File: src/rtl/imm_insert_pipe.sv
// Immediate inserter: packs a 32-bit immediate into the instruction fields for its
// imm_type, checks range and alignment, and emits the result through two valid/ready stages.
module imm_insert_pipe #(
    parameter int CNT_W = 16
) (
    input  logic             clk,
    input  logic             rst,
    input  logic             in_valid,
    output logic             in_ready,
    input  logic [31:0]      inst_in,
    input  logic [31:0]      imm_in,
    input  logic [2:0]       imm_type,
    output logic             out_valid,
    input  logic             out_ready,
    output logic [31:0]      inst_out,
    output logic             err_out,
    output logic [CNT_W-1:0] enc_count,
    output logic [CNT_W-1:0] err_count
);

    typedef enum logic [2:0] {
        IMM_I = 3'b000,
        IMM_S = 3'b001,
        IMM_B = 3'b010,
        IMM_J = 3'b011,
        IMM_U = 3'b100
    } imm_type_e;

    localparam logic [CNT_W-1:0] CNT_ONE = {{(CNT_W-1){1'b0}}, 1'b1};
    localparam logic [CNT_W-1:0] CNT_MAX = {CNT_W{1'b1}};

    logic        s1_valid, s2_valid;
    logic [31:0] s1_inst, s2_inst;
    logic        s1_err, s2_err;
    logic        adv1, adv2, accept, fire;

    logic [31:0] packed_inst;
    logic [31:0] enc_inst;
    logic        enc_err;

    // Sign-extension checks: the bits above the field's sign bit must all match it.
    logic is_fit, b_fit, j_fit;
    assign is_fit = (&imm_in[31:11]) | ~(|imm_in[31:11]);
    assign b_fit  = (&imm_in[31:12]) | ~(|imm_in[31:12]);
    assign j_fit  = (&imm_in[31:20]) | ~(|imm_in[31:20]);

    // NOTE: every variable written here gets a default first, so no path can infer a latch.
    always_comb begin
        packed_inst = inst_in;
        enc_err     = 1'b0;
        case (imm_type)
            IMM_I: begin
                packed_inst[31:20] = imm_in[11:0];
                enc_err            = !is_fit;
            end
            IMM_S: begin
                packed_inst[31:25] = imm_in[11:5];
                packed_inst[11:7]  = imm_in[4:0];
                enc_err            = !is_fit;
            end
            IMM_B: begin
                packed_inst[31]    = imm_in[12];
                packed_inst[30:25] = imm_in[10:5];
                packed_inst[11:8]  = imm_in[4:1];
                packed_inst[7]     = imm_in[11];
                enc_err            = !b_fit || imm_in[0];
            end
            IMM_J: begin
                packed_inst[31]    = imm_in[20];
                packed_inst[30:21] = imm_in[10:1];
                packed_inst[20]    = imm_in[11];
                packed_inst[19:12] = imm_in[19:12];
                enc_err            = !j_fit || imm_in[0];
            end
            IMM_U: begin
                packed_inst[31:12] = imm_in[19:0];
                enc_err            = |imm_in[31:20];
            end
            default: enc_err = 1'b1;
        endcase
        enc_inst = enc_err ? inst_in : packed_inst;
    end

    assign adv2      = !s2_valid || out_ready;
    assign adv1      = !s1_valid || adv2;
    assign in_ready  = adv1;
    assign accept    = in_valid && in_ready;
    assign fire      = s2_valid && out_ready;
    assign out_valid = s2_valid;
    assign inst_out  = s2_inst;
    assign err_out   = s2_err;

    // NOTE: state registers use non-blocking assignments so every flop samples pre-edge values.
    always_ff @(posedge clk or posedge rst) begin
        if (rst) begin
            s1_valid <= 1'b0;
            s1_inst  <= '0;
            s1_err   <= 1'b0;
            s2_valid <= 1'b0;
            s2_inst  <= '0;
            s2_err   <= 1'b0;
        end else begin
            if (accept) begin
                s1_valid <= 1'b1;
                s1_inst  <= enc_inst;
                s1_err   <= enc_err;
            end else if (adv2) begin
                s1_valid <= 1'b0;
            end
            // s2 holds its word untouched while the consumer stalls.
            if (adv2) begin
                s2_valid <= s1_valid;
                if (s1_valid) begin
                    s2_inst <= s1_inst;
                    s2_err  <= s1_err;
                end
            end
        end
    end

    always_ff @(posedge clk or posedge rst) begin
        if (rst) begin
            enc_count <= '0;
            err_count <= '0;
        end else if (fire) begin
            if (s2_err) begin
                if (err_count != CNT_MAX) err_count <= err_count + CNT_ONE;
            end else begin
                if (enc_count != CNT_MAX) enc_count <= enc_count + CNT_ONE;
            end
        end
    end

endmodule

File: config.mk
export PLATFORM = sky130hd
export DESIGN_NAME = imm_insert_pipe
export DESIGN_NICKNAME = d
export VERILOG_FILES = /design/src/rtl/imm_insert_pipe.sv
export SDC_FILE = /design/constraint.sdc
export NUM_CORES = 1
export LEC_CHECK = 0
export CAP_MARGIN = 5
export CORE_ASPECT_RATIO = 1.5
export CORE_UTILIZATION = 48
export DETAILED_ROUTE_END_ITERATION = 7
export PLACE_DENSITY_LB_ADDON = 0.05
export SYNTH_ARGS = -nofsm -noshare
export SYNTH_HDL_FRONTEND = slang
export SYNTH_SLANG_ARGS = --single-unit
File: constraint.sdc
create_clock -name clk -period 3.8 [get_ports clk]
set_input_delay 0.76 -clock clk [delete_from_list [all_inputs] [get_ports clk]]
set_output_delay 0.76 -clock clk [all_outputs]
set_load 0.05 [all_outputs]
==> results of run 1 <==
per-layer routing:
layer,up-vias,global-route usage
li1,1879,-
met1,1908,0.3084
met2,135,0.4213
met3,20,0.04175
met4,0,0.07976
met5,-,0
worst max-delay path, stage by stage:
cell	delay [ps]
clkdlybuf4s50_1	520
nand3b_1	200
clkdlybuf4s50_1	850
flip-flops by register name, summed over array words and instances, names as in the netlist:
register / count
inst_out: 32
s1_inst: 32
enc_count: 16
err_count: 16
err_out: 1
s1_valid: 1
out_valid: 1
s1_err: 1
logic make-up after synthesis:
logic type / share of synthesized area
simple gates: 0.1746
flops: 0.5196
mux: 0.09223
buf+inv: 0.02806
xor+xnor: 0.05638
compound gates: 0.1239
fa+ha+maj: 0.005195
per-stage QoR:
step	hold WS, ps	cells	power (mW)
CTS	481.6	704	3.672
floorplan	441.7	444	2.232
global placement	455.2	688	2.696
detailed placement	464.1	688	2.725
global route	507.1	704	3.804
finish	477.9	704	3.639
layout make-up:
| class | instances | area (sq um) |
|---|---|---|
| fill | 786 | 3077 |
| sequential | 100 | 2502 |
| multi-input combinational | 318 | 2178 |
| timing repair buffer | 147 | 1446 |
| clock buffer | 10 | 239.0 |
| tap | 115 | 143.9 |
| clock inverter | 6 | 70.07 |
| inverter | 8 | 32.53 |
cells in the final DEF, fill, tap and decap left out, types with 2 or more instances in the layout:
cell type          n
o21ai_0           11
clkdlybuf4s50_1  137
nand2b_1           4
a22oi_1           12
o31ai_1            6
or4_4              2
mux2i_1            5
clkbuf_16          9
nand2_1           57
xnor2_1           23
buf_4             10
and4_1             4
mux2_2            35
ha_1               2
clkinvlp_4         2
nand4_1           17
nor2_1            40
a31oi_1            3
xor2_1             8
a21o_1             4
nand3b_1           2
a221o_1           12
nor4_1             7
dfrtp_1          100
o32a_1             2
a21oi_1           17
and2_1            10
inv_1              7
nand3_1           11
nor3_1             2
path summary, 6_finish.rpt:
check,startpoint,depth (start not counted),endpoint
max,out_ready,3,in_ready
min,s1_inst[9],1,s1_inst[9]
max reg2reg,enc_count[0],7,enc_count[14]
min reg2reg,s1_inst[9],1,s1_inst[9]
max in group asynchronous,rst,3,s1_inst[1]
min in group asynchronous,rst,2,err_count[15]
where the power goes:
| group | switching, mW | internal [mW] |
|---|---|---|
| sequential | 0.152 | 1.26 |
| combinational | 0.796 | 0.493 |
| clock | 0.406 | 0.534 |
==> results.cfg, run 1 <==
[logic_synthesis]
synthCells = 444
syn_area_sq_um = 4816
ys_top_cells_by_area = dfrtp_1 52%, mux2_2 8.2%, nand2_1 4.4%, xnor2_1 4.2%, nor2_1 3.1%
synth_seq_area_share = 0.5196
ys_ff_latch = 100
yosysWarnings = 0
ys_types = 53
synth_area_leader_cell = dfrtp_1
syn_area_per_cell_sq_um = 10.85
synth_edf_count = 0
synth_top_area_frac = 0.5196
yosysMostFrequentCell = dfrtp_1
synthArstFlopShare = 1.000
synth_commonest_cells = 100 x dfrtp_1, 57 x nand2_1, 40 x nor2_1
syn-num-nets = 517
ys.flop_type = dfrtp_1

[floorplanning]
die-area_sq_um = 10450
core_region_area_sq_um = 9689
initial_utilization = 0.4970
io_pins = 138
chipWidth_microns = 83.79
placementRows = 44
die_h_microns = 124.7

[clock_network]
cts.sinks = 100
numCtsBuffers = 9
htree_levels = 3
cts_hold_buf = 0
cts_tree = yes
clkTransAtPathRegs_ps = 70
cts_buffer_depth = 2
cts.repair.resized = 0
cts_setup_buffers = 0
clk_latency_ps = 340
cts_root_buffer = clkbuf_16

[pwr]
p_leak_nw = 2.749
powerDensity_nw_per_um2 = 550.3
ir_drop_mv = 0.4366

[timing]
rsz0062_at_grt = no
min_period_over_period = 0.8156
fin_skew_ps = 9.519
worst_slew_pin_slew_ps = 861.5
setup_viol = 0
period_needed_ps = 3099
hold_viol = 0
final_max_slew_viol_count = 0
fmax_mhz = 322.7
final.setup.worst_slack_ps = 700.7
setup_tns_ps = 0
maxSlewHeadroom = 0.4236

[grt]
grt_pass1_vias = 3958
grtUsageTotal = 0.2439
grt_antenna_before_repair = 0
grt_pass1_wl_mm = 20.08
grt_start_max_net_pins = 60
grt-ovfl-total = 0

[finish]
fin_area_sq_um = 6613
syn2layout_area_growth_pct = 37.31
final_core_util = 0.6825
drive_above_1_share = 0.1324
diodes = 0
layout.nets = 657

[setup_path]
cp-start-kind = primary input
cp.arrival_ps = 2340
worstSetupEndpointType = output port
reg2reg_slack_ps = 1760
crit_type = in -> out
critPathRequiredTime_ps = 3040
critPathMaxFanout = 4

[place]
hpwl_mm = 9.104
gp_congestion = 0.9162
io_buffer_count = 137
place_area_sq_um = 6304
dpl_worst_slack_ps = 476.9

[drt]
dr.pass1.iters = 6
routedWlPerCell_microns = 17.08
top_layer = met4
drt-initial-drc-count = 231
drc = 0
met2_length_mm = 6.382
num_vias = 3942
ant_nets = 0
viasPerCell = 5.599
wl_met1_mm = 4.869
wl_met3_microns = 540
drt_wl_total_mm = 12.03

[min_path]
hold_path_class = reg -> reg

[run]
cap_violations = 0

[status]
status = finished, final reports clean
No activity file was read; power rests on OpenSTA's default activity.
==> run 2: changes to the inputs <==
- clock period: 3.8 -> 3.2 ns (I/O delays scaled with it)
==> run 2 against run 1 <==
Net effect:
- sequential power increased by 19%
- die area is the same
- via count is 1.3% higher
- power rose by 22%
- critical path depth increased by 4
- hold slack lost 2.1 ps
- register-to-register slack got worse by 610 ps
- global-route usage is 0.43 points lower
- first-iteration DRC count fell by 6.1%
- clock power increased by 31%
- count of clock-buffer cells in the layout grew 1
- core utilization increased by 1.1 points
==> results.cfg, run 2 (synthesis gave the netlist of run 1 again) <==
[status]
status = finished, final reports clean

[place]
gp_congestion = 0.9548
dpl_worst_slack_ps = 86.09
hpwl_mm = 9.036
io_buffer_count = 137

[grt]
grtUsageTotal = 0.2396
grt_pass1_vias = 4111
grt-ovfl-total = 0
grt_pass1_wl_mm = 19.73
grt_start_max_net_pins = 101
grt_antenna_before_repair = 0

[clock_network]
clkTransAtPathRegs_ps = 70
cts_root_buffer = clkbuf_16
numCtsBuffers = 9
cts_buffer_depth = 2
htree_levels = 3
cts_hold_buf = 0
cts_setup_buffers = 0
cts.sinks = 100
clk_latency_ps = 340
cts.repair.resized = 0
cts_tree = yes

[timing]
fmax_mhz = 355.1
rsz0062_at_grt = no
final.setup.worst_slack_ps = 383.8
setup_viol = 0
period_needed_ps = 2816
final_max_slew_viol_count = 0
maxSlewHeadroom = 0.4830
setup_tns_ps = 0
fin_skew_ps = 6.134
min_period_over_period = 0.8800
worst_slew_pin_slew_ps = 769.6
hold_viol = 0

[setup_path]
critPathMaxFanout = 13
crit_type = in -> reg
cp.arrival_ps = 3090
worstSetupEndpointType = flop
critPathRequiredTime_ps = 3480
cp-start-kind = primary input

[pwr]
p_leak_nw = 2.808
ir_drop_mv = 0.4832
powerDensity_nw_per_um2 = 662.4

[run]
cap_violations = 0

[finish]
n_fill_cell = 734
layout.nets = 666
final_common_cell = clkdlybuf4s50_1
syn2layout_area_growth_pct = 39.62
drive_above_1_share = 0.1438
mostFrequentLayoutCells = 136 x clkdlybuf4s50_1, 100 x dfrtp_1, 57 x nand2_1
diodes = 0

[drt]
drt_wl_total_mm = 12.03
drt-initial-drc-count = 217
num_vias = 3994
drc = 0
viasPerCell = 5.602
ant_nets = 0
dr.pass1.iters = 4
routedWlPerCell_microns = 16.87

[floorplanning]
core_region_area_sq_um = 9689
die_h_microns = 124.7
placementRows = 44
die-area_sq_um = 10450
initial_utilization = 0.4970
chipWidth_microns = 83.79
io_pins = 138

[min_path]
hold_path_class = reg -> reg
run 2: cell types whose count changed in the layout (fill, tap and decap cells not counted):
cell,change
bufinv_16,+2
buf_4,+9
clkbuf_1,+2
buf_12,+1
clkdlybuf4s50_1,-1
inv_6,-1
inv_4,-1
clkinv_2,-1
clkbuf_8,-1
run 2: stage by stage:
stage | hold slack [ps] | util | area [sq um] | power [mW] | std cells
after detailed placement | 462.9 | 0.6587 | 6382 | 3.245 | 697
after floorplan | 441.7 | - | 4820 | 2.651 | 444
after CTS | 479.9 | 0.6940 | 6724 | 4.492 | 713
final | 475.9 | 0.6940 | 6724 | 4.454 | 713
after global placement | 454.0 | 0.6587 | 6382 | 3.209 | 697
after global routing | 509.4 | 0.6940 | 6724 | 4.631 | 713
run 2: area by class of cell:
cell class	count	area, sq um	area share
multi-input combinational	318	2178	0.3240
timing repair buffer	156	1524	0.2266
tap	115	143.9	0.02140
inverter	8	33.78	0.005024
sequential	100	2502	0.3722
clock inverter	5	108.9	0.01619
clock buffer	11	232.7	0.03461
run 2: worst max-delay path, stage by stage:
cell and delay, ps:
clkdlybuf4s50_1 480, or4_4 560, nor2_4 160, a2111oi_2 130
a211o_2 450, nor4_1 490, a221o_1 180
run 2: routing by layer:
layer / track usage / up-vias / routed length, microns
met5: 0 / - / 0
met4: 0.1077 / 0 / 365
met3: 0.02850 / 27 / 468
met2: 0.4333 / 138 / 6395
met1: 0.2806 / 1927 / 4801
li1: - / 1902 / -
run 2: path summary, 6_finish.rpt:
path                       cells past startpoint       endpoint          from  slack, ps
min reg2reg                                    2     s1_inst[0]    s1_inst[0]        480
max in group asynchronous                      3     s1_inst[7]           rst       2010
max reg2reg                                    7  enc_count[14]  enc_count[0]       1150
min in group asynchronous                      3   err_count[7]           rst        790
min                                            2     s1_inst[0]    s1_inst[0]        480
max                                            7    s1_inst[23]    imm_in[16]        380
run 2: power by group:
part           internal (mW)  switching (mW)  total [mW]
registers               1.49           0.185        1.68
logic                  0.595           0.946        1.54
clock network          0.770           0.463        1.23
total                   2.86            1.59        4.45
==> RTL edit (flow settings as in run 1) <==
`CNT_W`: 16 -> 24.
--- a/src/rtl/imm_insert_pipe.sv
+++ b/src/rtl/imm_insert_pipe.sv
@@ -3,3 +3,3 @@
 module imm_insert_pipe #(
-    parameter int CNT_W = 16
+    parameter int CNT_W = 24
 ) (
Ports: changed (resized enc_count and err_count); port bits go from 138 to 154. The function was not compared with the original's and may differ.
==> RTL edit against run 1 <==
Cell count is 29% higher; clock power is 89% higher; combinational power is 3% higher; via count is 31% higher; wire length is 27% higher; register-to-register slack worse by 0.22 ns; sequential cell count is 16 higher; die area is 19% higher; worst setup slack better by 0.015 ns; total power is 29% higher; cell area is 23% higher; synthesized area is 20% higher; critical path type unchanged; largest power group is now the clock network; highest routed layer unchanged.
==> RTL edit: results (changes against run 1) <==
Logic synthesis
The net count after synthesis is 664 (was 517). The per-instance average area after synthesis is 9.74 um^2 (was 10.8 um^2). Most frequent cells after synthesis: 116 x sky130_fd_sc_hd__dfrtp_1, 72 x sky130_fd_sc_hd__nand2_1, 60 x sky130_fd_sc_hd__nor2_1 (was 100 x sky130_fd_sc_hd__dfrtp_1, 57 x sky130_fd_sc_hd__nand2_1, 40 x sky130_fd_sc_hd__nor2_1). The adder-cell share of the synthesized area is 0.00435 (was 0.00520).

Clocking
The CTS buffer count came to 17 (was 9). The clock transition time at the flip-flop clock pins of the worst setup and hold paths is 0.05 ns (was 0.07 ns). The number of clock sinks came to 116 (was 100). The number of H-tree levels is 4 (was 3). The clock insertion delay at the later pin of the skew report is 0.40 ns (was 0.34 ns).

Layout
The number of nets in the layout is 818 (was 657). The filler cell count is 890 (was 786). The area fraction of clock buffers and clock inverters is 0.0818 (was 0.0467).

The clock buffer count is 22 (was 10). The multi-input combinational cell count came to 436 (was 318). The fraction of layout cells with a size suffix above 1 is 0.116 (was 0.132).

GRT
The fraction of met1 tracks used by global routing is 0.309 (was 0.308). The routing usage on met2 came to 0.464 (was 0.421). The maximum number of pins on one net before global-route repair was 117 (was 60). The wire length of the first global-routing pass is 25.5 mm (was 20.1 mm).

The met3 demand-to-capacity share in global routing is 0.0492 (was 0.0417).

Power
The clock share of power is 0.381 (was 0.259). The leakage power summed over all cells is 3.35 nW (was 2.75 nW). The power drawn by the sequential cells came to 1.57 mW (was 1.41 mW). The power per cell area is 576 nW/um^2 (was 550 nW/um^2).

The sum of internal, switching and leakage power is 4.69 mW (was 3.64 mW). The worst IR drop on VDD is 321 uV (was 437 uV).

Setup path
The worst reg2reg path startpoint is enc_count[7] (was enc_count[0]). The flop-to-flop setup slack is 1.54 ns (was 1.76 ns). The capture instance of the worst register-to-register path is enc_count[17] (was enc_count[14]).

The worst stage delay on the critical path is 0.82 ns (was 0.85 ns). The worst reg2reg path depth came to 6 (was 7).

Run status
Outcome: finished, final reports clean (unchanged).

Placed design
The worst-case setup slack after placement is 0.542 ns (was 0.477 ns). The post-placement cell count was 876 (was 688). The total placed instance area came to 7470 um^2 (was 6300 um^2).

Route
The routed wire length per instance is 16.9 um (was 17.1 um). The met2 wire length was 8.17 mm (was 6.38 mm).

Min path
The count of cells along the worst hold path was 2 (was 1). The end point of the worst hold path was s1_inst[4] (was s1_inst[9]).

STA
The worst hold slack is 0.474 ns (was 0.478 ns). The actual slew at the worst max-slew pin is 0.918 ns (was 0.862 ns).
[RTL edit: changes by cell type in the layout (fill, tap and decap cells not counted), moves of 9 or more]
cell and delta:
sky130_fd_sc_hd__o21ai_0 +29, sky130_fd_sc_hd__a31oi_1 +21, sky130_fd_sc_hd__nor2_1 +20, sky130_fd_sc_hd__clkdlybuf4s50_1 +16, sky130_fd_sc_hd__dfrtp_1 +16, sky130_fd_sc_hd__nand2_1 +15
sky130_fd_sc_hd__a21oi_1 +14, sky130_fd_sc_hd__o22ai_1 +14, sky130_fd_sc_hd__a221o_1 -12, sky130_fd_sc_hd__a22oi_1 -10, sky130_fd_sc_hd__xnor2_1 +9
[RTL edit: how the worst max path moves through the flow]
stage                    end  slack, ns  depth (start not counted)
3_3_place_gp      s1_inst[7]       0.63                          7
2_1_floorplan  enc_count[20]       1.38                          6
5_1_grt             in_ready       0.66                          3
3_5_place_dp      s1_inst[7]       0.54                          7
6_report            in_ready       0.72                          3
4_1_cts             in_ready       0.71                          3
